==> src/rtl/mem_arbiter_if.sv <==
// Bus bundle for mem_arbiter: IF fetch channel, MEM load/store channel and the byte-wide RAM port.
// master = requesters plus RAM model side, slave = the arbiter itself.
interface mem_arbiter_if #(
  parameter int ADDR_W = 18
);
  logic              if_req_i;
  logic [ADDR_W-1:0] if_addr_i;
  logic              if_flush_i;
  logic [31:0]       if_data_o;
  logic              if_done_o;

  logic              mem_req_i;
  logic              mem_we_i;
  logic [ADDR_W-1:0] mem_addr_i;
  logic [1:0]        mem_len_i;
  logic [31:0]       mem_wdata_i;
  logic [31:0]       mem_rdata_o;
  logic              mem_done_o;
  logic              busy_o;

  logic [ADDR_W-1:0] ram_addr_o;
  logic              ram_wr_o;
  logic [7:0]        ram_dout_o;
  logic [7:0]        ram_din_i;

  modport master (
    output if_req_i, if_addr_i, if_flush_i,
    input  if_data_o, if_done_o,
    output mem_req_i, mem_we_i, mem_addr_i, mem_len_i, mem_wdata_i,
    input  mem_rdata_o, mem_done_o, busy_o,
    input  ram_addr_o, ram_wr_o, ram_dout_o,
    output ram_din_i
  );

  modport slave (
    input  if_req_i, if_addr_i, if_flush_i,
    output if_data_o, if_done_o,
    input  mem_req_i, mem_we_i, mem_addr_i, mem_len_i, mem_wdata_i,
    output mem_rdata_o, mem_done_o, busy_o,
    output ram_addr_o, ram_wr_o, ram_dout_o,
    input  ram_din_i
  );
endinterface

==> src/rtl/mem_arbiter.sv <==
// Byte-serial arbiter sharing one 8-bit RAM port between instruction fetch and load/store.
// Define MEM_ARB_FAIR_EN to alternate grants on contention; default is fixed MEM priority.
module mem_arbiter #(
  parameter int ADDR_W = 18
) (
  input  logic         clk,
  input  logic         rst,
  mem_arbiter_if.slave bus
);

  typedef enum logic [1:0] {IDLE, IF_RD, MEM_RD, MEM_WR} state_t;

  state_t            state_reg;
  logic [2:0]        cnt_reg;
  logic [2:0]        last_reg;
  logic [ADDR_W-1:0] addr_reg;
  logic [31:0]       wdata_reg;
  logic [31:0]       buf_reg;
  logic [31:0]       if_data_reg;
  logic [31:0]       mem_rdata_reg;
  logic              if_done_reg;
  logic              mem_done_reg;
  logic              busy_reg;
  logic [ADDR_W-1:0] ram_addr_reg;
  logic              ram_wr_reg;
  logic [7:0]        ram_dout_reg;
`ifdef MEM_ARB_FAIR_EN
  logic              last_mem_reg;
`endif

  logic [2:0]        cnt_next;
  logic [2:0]        len_last;
  logic [31:0]       word_next;
  logic [7:0]        wr_lane [4];
  logic [7:0]        wr_byte_next;
  logic              idle_ok;
  logic              if_ok;
  logic              grant_mem;
  logic              grant_if;

  assign cnt_next     = cnt_reg + 3'd1;
  assign len_last     = bus.mem_len_i[1] ? 3'd3 : (bus.mem_len_i[0] ? 3'd1 : 3'd0);
  assign wr_byte_next = wr_lane[cnt_next[1:0]];

  // Lane cnt_reg takes the byte returned for the address presented last cycle.
  genvar gi;
  generate
    for (gi = 0; gi < 4; gi++) begin : g_lane
      assign word_next[8*gi +: 8] = (cnt_reg[1:0] == 2'(gi)) ? bus.ram_din_i : buf_reg[8*gi +: 8];
      assign wr_lane[gi]          = wdata_reg[8*gi +: 8];
    end
  endgenerate

  // A done pulse still high blocks the grant, giving one idle edge between transactions.
  assign idle_ok = (state_reg == IDLE) && !if_done_reg && !mem_done_reg;
  assign if_ok   = bus.if_req_i && !bus.if_flush_i;
`ifdef MEM_ARB_FAIR_EN
  assign grant_mem = idle_ok && bus.mem_req_i && !(if_ok && last_mem_reg);
`else
  assign grant_mem = idle_ok && bus.mem_req_i;
`endif
  assign grant_if = idle_ok && if_ok && !grant_mem;

  always_ff @(posedge clk or negedge rst) begin
    if (!rst) begin
      state_reg     <= IDLE;
      cnt_reg       <= 3'd0;
      last_reg      <= 3'd0;
      addr_reg      <= '0;
      wdata_reg     <= 32'd0;
      buf_reg       <= 32'd0;
      if_data_reg   <= 32'd0;
      mem_rdata_reg <= 32'd0;
      if_done_reg   <= 1'b0;
      mem_done_reg  <= 1'b0;
      busy_reg      <= 1'b0;
      ram_addr_reg  <= '0;
      ram_wr_reg    <= 1'b0;
      ram_dout_reg  <= 8'd0;
`ifdef MEM_ARB_FAIR_EN
      last_mem_reg  <= 1'b0;
`endif
    end else begin
      if_done_reg  <= 1'b0;
      mem_done_reg <= 1'b0;
      case (state_reg)
        IDLE: begin
          cnt_reg <= 3'd0;
          buf_reg <= 32'd0;
          if (grant_mem) begin
            state_reg    <= bus.mem_we_i ? MEM_WR : MEM_RD;
            addr_reg     <= bus.mem_addr_i;
            last_reg     <= len_last;
            wdata_reg    <= bus.mem_wdata_i;
            ram_addr_reg <= bus.mem_addr_i;
            ram_wr_reg   <= bus.mem_we_i;
            ram_dout_reg <= bus.mem_wdata_i[7:0];
            busy_reg     <= 1'b1;
`ifdef MEM_ARB_FAIR_EN
            last_mem_reg <= 1'b1;
`endif
          end else if (grant_if) begin
            state_reg    <= IF_RD;
            addr_reg     <= bus.if_addr_i;
            last_reg     <= 3'd3;
            ram_addr_reg <= bus.if_addr_i;
            busy_reg     <= 1'b1;
`ifdef MEM_ARB_FAIR_EN
            last_mem_reg <= 1'b0;
`endif
          end
        end
        IF_RD: begin
          if (bus.if_flush_i) begin
            state_reg <= IDLE;
            busy_reg  <= 1'b0;
          end else if (cnt_reg == last_reg) begin
            if_data_reg <= word_next;
            if_done_reg <= 1'b1;
            state_reg   <= IDLE;
            busy_reg    <= 1'b0;
          end else begin
            buf_reg      <= word_next;
            cnt_reg      <= cnt_next;
            ram_addr_reg <= addr_reg + ADDR_W'(cnt_next);
          end
        end
        MEM_RD: begin
          if (cnt_reg == last_reg) begin
            mem_rdata_reg <= word_next;
            mem_done_reg  <= 1'b1;
            state_reg     <= IDLE;
            busy_reg      <= 1'b0;
          end else begin
            buf_reg      <= word_next;
            cnt_reg      <= cnt_next;
            ram_addr_reg <= addr_reg + ADDR_W'(cnt_next);
          end
        end
        MEM_WR: begin
          if (cnt_reg == last_reg) begin
            ram_wr_reg   <= 1'b0;
            mem_done_reg <= 1'b1;
            state_reg    <= IDLE;
            busy_reg     <= 1'b0;
          end else begin
            cnt_reg      <= cnt_next;
            ram_addr_reg <= addr_reg + ADDR_W'(cnt_next);
            ram_dout_reg <= wr_byte_next;
          end
        end
      endcase
    end
  end

  assign bus.if_data_o   = if_data_reg;
  assign bus.if_done_o   = if_done_reg;
  assign bus.mem_rdata_o = mem_rdata_reg;
  assign bus.mem_done_o  = mem_done_reg;
  assign bus.busy_o      = busy_reg;
  assign bus.ram_addr_o  = ram_addr_reg;
  assign bus.ram_wr_o    = ram_wr_reg;
  assign bus.ram_dout_o  = ram_dout_reg;

endmodule
==> src/flat_wrapper.sv <==
// flat-port wrapper written by rule: the top's interface ports become plain ports
module mem_arbiter_flat 
#(
  parameter int ADDR_W = 18
)
  (clk, rst, bus_if_req_i, bus_if_addr_i, bus_if_flush_i, bus_if_data_o, bus_if_done_o, bus_mem_req_i, bus_mem_we_i, bus_mem_addr_i, bus_mem_len_i, bus_mem_wdata_i, bus_mem_rdata_o, bus_mem_done_o, bus_busy_o, bus_ram_addr_o, bus_ram_wr_o, bus_ram_dout_o, bus_ram_din_i);
  mem_arbiter_if #(.ADDR_W(ADDR_W)) bus_i ();
  input  logic clk;
  input  logic rst;
  input wire logic [$bits(bus_i.if_req_i)-1:0] bus_if_req_i;
  input wire logic [$bits(bus_i.if_addr_i)-1:0] bus_if_addr_i;
  input wire logic [$bits(bus_i.if_flush_i)-1:0] bus_if_flush_i;
  output wire logic [$bits(bus_i.if_data_o)-1:0] bus_if_data_o;
  output wire logic [$bits(bus_i.if_done_o)-1:0] bus_if_done_o;
  input wire logic [$bits(bus_i.mem_req_i)-1:0] bus_mem_req_i;
  input wire logic [$bits(bus_i.mem_we_i)-1:0] bus_mem_we_i;
  input wire logic [$bits(bus_i.mem_addr_i)-1:0] bus_mem_addr_i;
  input wire logic [$bits(bus_i.mem_len_i)-1:0] bus_mem_len_i;
  input wire logic [$bits(bus_i.mem_wdata_i)-1:0] bus_mem_wdata_i;
  output wire logic [$bits(bus_i.mem_rdata_o)-1:0] bus_mem_rdata_o;
  output wire logic [$bits(bus_i.mem_done_o)-1:0] bus_mem_done_o;
  output wire logic [$bits(bus_i.busy_o)-1:0] bus_busy_o;
  output wire logic [$bits(bus_i.ram_addr_o)-1:0] bus_ram_addr_o;
  output wire logic [$bits(bus_i.ram_wr_o)-1:0] bus_ram_wr_o;
  output wire logic [$bits(bus_i.ram_dout_o)-1:0] bus_ram_dout_o;
  input wire logic [$bits(bus_i.ram_din_i)-1:0] bus_ram_din_i;
  assign bus_i.if_req_i = bus_if_req_i;
  assign bus_i.if_addr_i = bus_if_addr_i;
  assign bus_i.if_flush_i = bus_if_flush_i;
  assign bus_if_data_o = bus_i.if_data_o;
  assign bus_if_done_o = bus_i.if_done_o;
  assign bus_i.mem_req_i = bus_mem_req_i;
  assign bus_i.mem_we_i = bus_mem_we_i;
  assign bus_i.mem_addr_i = bus_mem_addr_i;
  assign bus_i.mem_len_i = bus_mem_len_i;
  assign bus_i.mem_wdata_i = bus_mem_wdata_i;
  assign bus_mem_rdata_o = bus_i.mem_rdata_o;
  assign bus_mem_done_o = bus_i.mem_done_o;
  assign bus_busy_o = bus_i.busy_o;
  assign bus_ram_addr_o = bus_i.ram_addr_o;
  assign bus_ram_wr_o = bus_i.ram_wr_o;
  assign bus_ram_dout_o = bus_i.ram_dout_o;
  assign bus_i.ram_din_i = bus_ram_din_i;
  mem_arbiter #(.ADDR_W(ADDR_W)) u_core (.clk(clk), .rst(rst), .bus(bus_i));
endmodule
==> config.mk <==
export PLATFORM = sky130hd
export DESIGN_NAME = mem_arbiter_flat
export DESIGN_NICKNAME = d
export VERILOG_FILES = /design/src/rtl/mem_arbiter_if.sv /design/src/rtl/mem_arbiter.sv /design/src/flat_wrapper.sv
export SDC_FILE = /design/constraint.sdc
export NUM_CORES = 1
export LEC_CHECK = 0
export BUFFER_PORTS_ARGS = -buffer_cell sky130_fd_sc_hd__buf_2
export CORE_MARGIN = 1.5
export CORE_UTILIZATION = 50
export CTS_CLUSTER_SIZE = 40
export DETAILED_ROUTE_END_ITERATION = 6
export PLACE_DENSITY = 0.77
export SLEW_MARGIN = 20
export SYNTH_ARGS = -nofsm -noshare
export SYNTH_HDL_FRONTEND = slang
export SYNTH_SLANG_ARGS = --single-unit
export TNS_END_PERCENT = 1
==> constraint.sdc <==
create_clock -name clk -period 3.3 [get_ports clk]
set_clock_uncertainty 0.2 [all_clocks]
set_input_delay 0.66 -clock clk [delete_from_list [all_inputs] [get_ports clk]]
set_output_delay 0.66 -clock clk [all_outputs]
set_load 0.01 [all_outputs]
==> metrics, run 1 <==
Synth top area share 54.04%; commonest non-fill, non-tap cells in the layout nand2_1, dfrtp_1, buf_2; CP required between 3 and 4 ns; Final ANT Viol Nets 0; CTS Buf Count 17; Total Die Area 17,740 um^2; Pint 0.006268 W; Placed Cells about 1,200; Worst EP arrival 3.03 ns; synthesis-to-layout area growth 18.51%; Worst Max-Slew Pin Slew between 0.6 and 0.7 ns; Setup CP Type reg2reg; Syn Area/Cell about 9.7 um^2; total number of yosys warnings 0; R2R setup slack roughly 0.42 ns; port bufs 177; r2r startpoint u_core.cnt_reg[1]; switch share approximately 39%; Post-synth EDFFs 0; outcome finished, final reports clean; register area ~4600 um^2; Mapped Cells 875; slowest stage delay, CP about 0.43 ns; Cell Area, Synth around 8500 um^2; max cap viols 0; Clock transition at path regs 0.07 ns; CP bufs+invs 2; CTS Sinks 183; Pwr Total roughly 0.010 W; Setup-failing EPs final 0; crit-path max FO 6; via/cell ratio about 5.2; vias about 6,500; antenna violations before repair 0; worst skew pair latency ~0.43 ns; sequential element share of the synthesized area roughly 54%; Comb pwr share 41.6%; root buf cell clkbuf_16; fmax between 300 and 400 MHz; Initial Util 51.10%; Fin. Hold Viols 0; area of the multi-input gates ~3500 um^2; maximum VDD drop ~460 uV; commonest non-fill, non-tap cell in the layout nand2_1; PostCTS Resize Cnt 0; DR pass1 iterations 4; final WL ~19 mm; Avg WL per Cell roughly 15 um; Final Critical Period 2.878 ns; fin nets about 1,100; RePlAce Congestion around 0.82; Placed Area 9435 um^2; Total GRT Usage roughly 22%; clock power share approximately a fifth; FILL cells 1,452; postcts setup bufs 0; Crit-path slowest cell fa_1; Distinct cells, synth approximately 50; leakage between 4 and 5 nW; Startpoint Class register; syn_nets 972; Psw approximately 0.0041 W; first-pass GRT wire length approximately 32 mm; Yosys top cell by area dfrtp_1; headroom to the max-slew limit 54.50%; Post-DP HPWL around 13 mm; Longest Clk Path Bufs 2; grt ovf 0; Fin Setup TNS 0 ns; CTS tree built; CP top delay family compound AO/OA/AOI/OAI gates; asr flop ratio synth between 90% and 100%; CP startpoint u_core.cnt_reg[1]; WHS about 0.057 ns; final cell count without fillers about 1,300; CP endpoint kind register; sequential share of power 38.2%; Die H 133.2 um; H-tree depth 4; post-synthesis register bit count 183; IO Count roughly 180; Die X roughly 130 um; layout cell share with drive strength beyond 1 a little under a quarter; DR DRC count 0; maximum number of pins on one net before global-route repair 83; crit-path cells inv_1 -> ha_1 -> inv_1 -> fa_1 -> nor2b_1 -> o2111ai_1 -> o31ai_1 -> o21ai_0 -> o21ai_0; RSZ-0062 raised after global routing false; # hold bufs at CTS 0; vias in the first global route between 6,000 and 7,000; hold crit path type in2async; Tcrit/Tclk final around 87%; design area around 10,000 um^2; top post-synthesis cells by area dfrtp_1, nand2_1, mux2i_1, o21ai_0, a21oi_1; core area about 17,000 um^2; Iteration-0 DRC Markers around 500; cells on worst reg2reg path 9; pwr/cell area ~1000 nW/um^2; prevailing post-synth register cell dfrtp_1; n_diodes 0; RR Endpoint u_core.bus.ram_addr_o[16]; Rows 47; Final Max Tran Viols 0
==> per-layer routing <==
layer / vias up / GRT usage, % / part of all wire (%)
li1: 3233 / - / -
met1: 3074 / 31.20 / 45
met2: 185 / 36.11 / 48
met3: 31 / 3.805 / 4.5
met4: 0 / 7.729 / 1.9
met5: - / 0 / 0
==> synthesized netlist by cell type, types with 2 or more instances <==
cell type,n
nor2b_1,2
inv_1,14
a21o_1,2
and4_1,3
o31a_1,4
o21ai_1,34
o21ai_2,6
dfrtp_1,183
nand2b_1,2
and3_1,2
a32o_1,2
clkbuf_1,31
nand3_1,5
nor3_1,3
o21a_1,2
xnor2_1,7
nor2_1,42
o2111ai_1,2
nor4_1,3
nand4_1,2
mux4_2,8
nand2_1,255
buf_6,11
mux2_2,3
a21oi_1,38
o311ai_0,2
buf_2,8
o31ai_1,5
o21ai_0,86
xor2_1,4
or3_1,2
and4_4,2
ha_1,12
mux2i_1,59
buf_4,7
o211ai_1,3
buf_1,7
==> worst max-delay path by stage <==
| stage | end | slack [ns] | cells after the start |
|---|---|---|---|
| floorplan | u_core.bus.ram_addr_o[12] | 0.18 | 10 |
| global placement | u_core.bus.ram_addr_o[16] | 0.69 | 9 |
| global route | u_core.bus.ram_addr_o[14] | 0.25 | 9 |
| detailed placement | u_core.bus.ram_addr_o[16] | 0.49 | 9 |
| CTS | u_core.bus.ram_addr_o[16] | 0.47 | 9 |
| finish | u_core.bus.ram_addr_o[16] | 0.42 | 9 |
==> area by class of cell <==
class                           instances  area share [%]
Clock inverter                         12           1.408
Timing Repair Buffer                  191           10.33
Clock buffer                           20           4.647
Tap cell                              220           2.741
Inverter                               14          0.5232
Sequential cell                       183           45.60
Multi-Input combinational cell        614           34.76
==> cell families (layout without fill, tap and decap cells) <==
kind of cell,after synthesis,count (layout),share of synthesized area [%]
AND/OR/NAND/NOR,330,330,15.83
AO/OA/AOI/OAI,190,190,12.64
flip-flops,183,183,54.04
buffers and inverters,78,237,4.858
multiplexers,70,70,9.494
adder cells (fa/ha/maj),13,13,2.008
XOR/XNOR,11,11,1.137
==> metrics by stage <==
step	utilization, %	setup slack (ns)
2_1_floorplan	-	0.1816
3_3_place_gp	56.90	0.6876
3_5_place_dp	56.90	0.4853
4_1_cts	60.56	0.4709
5_1_grt	60.56	0.2490
6_report	60.56	0.4221
==> power by group through the flow <==
stage,sequential (W),clock [W],combinational [W]
2_1_floorplan,0.00414,0,0.00281
3_5_place_dp,0.00399,0,0.00433
5_1_grt,0.00408,0.00222,0.00484
4_1_cts,0.00395,0.00212,0.00435
3_3_place_gp,0.00396,0,0.00418
6_report,0.00396,0.00208,0.00431
No activity file was read; power rests on OpenSTA's default activity.
==> run 2, diff against run 1 <==
--- a/config.mk
+++ b/config.mk
@@ -7,10 +7,11 @@
 export LEC_CHECK = 0
 export BUFFER_PORTS_ARGS = -buffer_cell sky130_fd_sc_hd__buf_2
 export CORE_MARGIN = 1.5
-export CORE_UTILIZATION = 50
+export CORE_UTILIZATION = 51
+export CTS_BUF_LIST = sky130_fd_sc_hd__clkbuf_4 sky130_fd_sc_hd__clkbuf_8
 export CTS_CLUSTER_SIZE = 40
 export DETAILED_ROUTE_END_ITERATION = 6
-export PLACE_DENSITY = 0.77
+export PLACE_DENSITY = 0.78
 export SLEW_MARGIN = 20
 export SYNTH_ARGS = -nofsm -noshare
 export SYNTH_HDL_FRONTEND = slang
==> run 2 against run 1 <==
The run now ends with negative hold slack left. Clock-buffer cell count stayed put. Highest routed layer unchanged. Hold slack worse by 0.062 ns. Largest power group unchanged. Design area down 2.2%. Sequential power about the same. Routed wire length down 0.65%. Via count is 0.58% lower. Sequential cell count is the same. Setup slack improved by 0.064 ns. Non-clock buffer count up 1.
==> metrics, run 2 (synthesized netlist as in run 1, its figures left out) <==
Final Max Tran Viols 0 (unchanged); Longest Clk Path Bufs 2 (unchanged); vias in the first global route 6,350 (was 6,200); clock power share 15.4% (was 20.1%); Pint 0.005786 W (was 0.006268 W); design area 9827 um^2 (was 10,040 um^2); Total GRT Usage 22.71% (was 22.47%); max cap viols 0 (unchanged); final worst setup slack 0.4862 ns (was 0.4221 ns); fmax 355.4 MHz (was 347.5 MHz); headroom to the max-slew limit 53.02% (was 54.50%); via/cell ratio 5.188 (was 5.202); RSZ-0062 raised after global routing false (unchanged); layout cell share with drive strength beyond 1 23.89% (unchanged); WHS -0.005441 ns (was 0.05663 ns); commonest non-fill, non-tap cells in the layout nand2_1, dfrtp_1, buf_2 (unchanged); # hold bufs at CTS 0 (unchanged); pwr/cell area 991.0 nW/um^2 (was 1031 nW/um^2); slowest stage delay, CP 0.43 ns (about the same); Iteration-0 DRC Markers 447 (was 503); RePlAce Congestion 0.7900 (was 0.8155); Setup-failing EPs final 0 (unchanged); Psw 0.003953 W (was 0.004085 W); CTS tree built (unchanged); crit-path max FO 6 (unchanged); Worst EP arrival 2.96 ns (was 3.03 ns); postcts setup bufs 0 (unchanged); root buf cell clkbuf_8 (was clkbuf_16); R2R setup slack 0.49 ns (was 0.42 ns); Final ANT Viol Nets 0 (unchanged); worst skew pair latency 0.45 ns (was 0.43 ns); CTS Buf Count 17 (unchanged); DR DRC count 0 (unchanged); Place WS 0.5480 ns (was 0.4853 ns); maximum VDD drop 437.0 uV (was 462.3 uV); crit-path cells inv_1 -> ha_1 -> inv_1 -> fa_1 -> nor2b_1 -> o2111ai_1 -> o311ai_0 -> o21ai_0 (was inv_1 -> ha_1 -> inv_1 -> fa_1 -> nor2b_1 -> o2111ai_1 -> o31ai_1 -> o21ai_0 -> o21ai_0); Final Critical Period 2.814 ns (was 2.878 ns); Avg WL per Cell 15.24 um (was 15.29 um); n_diodes 0 (unchanged); Total Die Area 17,400 um^2 (was 17,740 um^2); Worst Max-Slew Pin Slew 0.7047 ns (was 0.6824 ns); Comb pwr share 44.1% (was 41.6%); leakage 4.728 nW (was 4.834 nW); final WL 19.05 mm (was 19.18 mm); Crit-path slowest cell dfrtp_1 (was fa_1); switch share 40.59% (was 39.45%); Initial Util 52.77% (was 51.10%); Post-DP HPWL 13.38 mm (was 13.43 mm); grt ovf 0 (unchanged); Setup CP Type reg2reg (unchanged); PostCTS Resize Cnt 0 (unchanged); Tcrit/Tclk final 85.27% (was 87.21%); outcome finished with violations (was finished, final reports clean); DR pass1 iterations 5 (was 4); CP required 3.44 ns (was 3.45 ns); first-pass GRT wire length 31.93 mm (was 31.51 mm); Fin. Hold Viols 2 (was 0); CP endpoint kind register (unchanged); failing checks negative hold slack; H-tree depth 4 (unchanged); Rows 46 (was 47); sequential share of power 40.5% (was 38.2%); RR Endpoint u_core.bus.ram_addr_o[12] (was u_core.bus.ram_addr_o[16]); cells on worst reg2reg path 8 (was 9); most used cell along the critical path inv_1; CTS Sinks 183 (unchanged); IO Count 178 (unchanged); Pwr Total 0.009739 W (was 0.01035 W); synthesis-to-layout area growth 15.96% (was 18.51%); commonest non-fill, non-tap cell in the layout nand2_1 (unchanged); Startpoint Class register (unchanged); maximum number of pins on one net before global-route repair 71 (was 83); core area 16,060 um^2 (was 16,580 um^2); Die H 131.9 um (was 133.2 um); fin nets 1,119 (was 1,118); Clock transition at path regs 0.10 ns (was 0.07 ns); port bufs 177 (unchanged); r2r startpoint u_core.cnt_reg[1] (unchanged); antenna violations before repair 0 (unchanged); Fin Setup TNS 0 ns (unchanged); Placed Area 9438 um^2 (was 9435 um^2); hold crit path type in2async (unchanged); Die X 131.9 um (was 133.2 um); vias 6,485 (was 6,523)
[run 2: cell count changes in the layout (fill, tap and decap cells not counted), sizes merged]
cell,delta
clkinvlp,+3
inv,-3
buf,+1
clkinv,-1
[run 2: how the worst max path moves through the flow]
stage,start,end,depth (start not counted),slack (ns)
after detailed placement,u_core.cnt_reg[1],u_core.bus.ram_addr_o[12],8,0.55
after CTS,u_core.cnt_reg[1],u_core.bus.ram_addr_o[12],9,0.54
final,u_core.cnt_reg[1],u_core.bus.ram_addr_o[12],8,0.49
after floorplan,u_core.cnt_reg[0],u_core.bus.ram_addr_o[12],10,0.18
after global routing,u_core.cnt_reg[1],u_core.bus.ram_addr_o[12],8,0.29
after global placement,u_core.cnt_reg[1],u_core.bus.ram_addr_o[9],8,0.72
[run 2: area by class of cell]
| cell class | instances | area, um^2 |
|---|---|---|
| Fill cell | 1383 | 6231 |
| Sequential cell | 183 | 4579 |
| Multi-Input combinational cell | 614 | 3491 |
| Timing Repair Buffer | 192 | 1045 |
| Tap cell | 216 | 270.3 |
| Clock buffer | 20 | 262.8 |
| Clock inverter | 11 | 126.4 |
| Inverter | 14 | 52.55 |
[run 2: power groups by stage]
stage          Sequential [W]  Combinational (W)  Clock, W
2_1_floorplan         0.00414            0.00281         0
3_3_place_gp          0.00395            0.00419         0
3_5_place_dp          0.00398            0.00433         0
4_1_cts               0.00394            0.00435   0.00154
5_1_grt               0.00408            0.00486   0.00164
6_report              0.00394            0.00430   0.00150
[run 2: worst max-delay path, delay by kind of cell, from the launching register on]
kind	cells	cell delay, ns
DFF	1	0.43
buffers and inverters	2	0.17
and+or+nand+nor	1	0.31
AOI/OAI and AO/OA	3	0.84
adders and majority gates	2	0.75
[run 2: per-layer routing]
layer | wire length [um] | part of all wire [%] | track usage, %
met1 | 8708 | 46 | 31.00
met2 | 9269 | 49 | 37.35
met3 | 836 | 4.4 | 4.729
met4 | 238 | 1.2 | 5.556
met5 | 0 | 0 | 0
[run 2: stage by stage]
step / utilization [%] / std cells / hold WS, ns
floorplan: - / 875 / 0.1644
global placement: 58.77 / 1219 / 0.2530
detailed placement: 58.77 / 1219 / 0.2587
CTS: 61.20 / 1250 / 0.004927
global route: 61.20 / 1250 / 0.01740
finish: 61.20 / 1250 / -0.005441
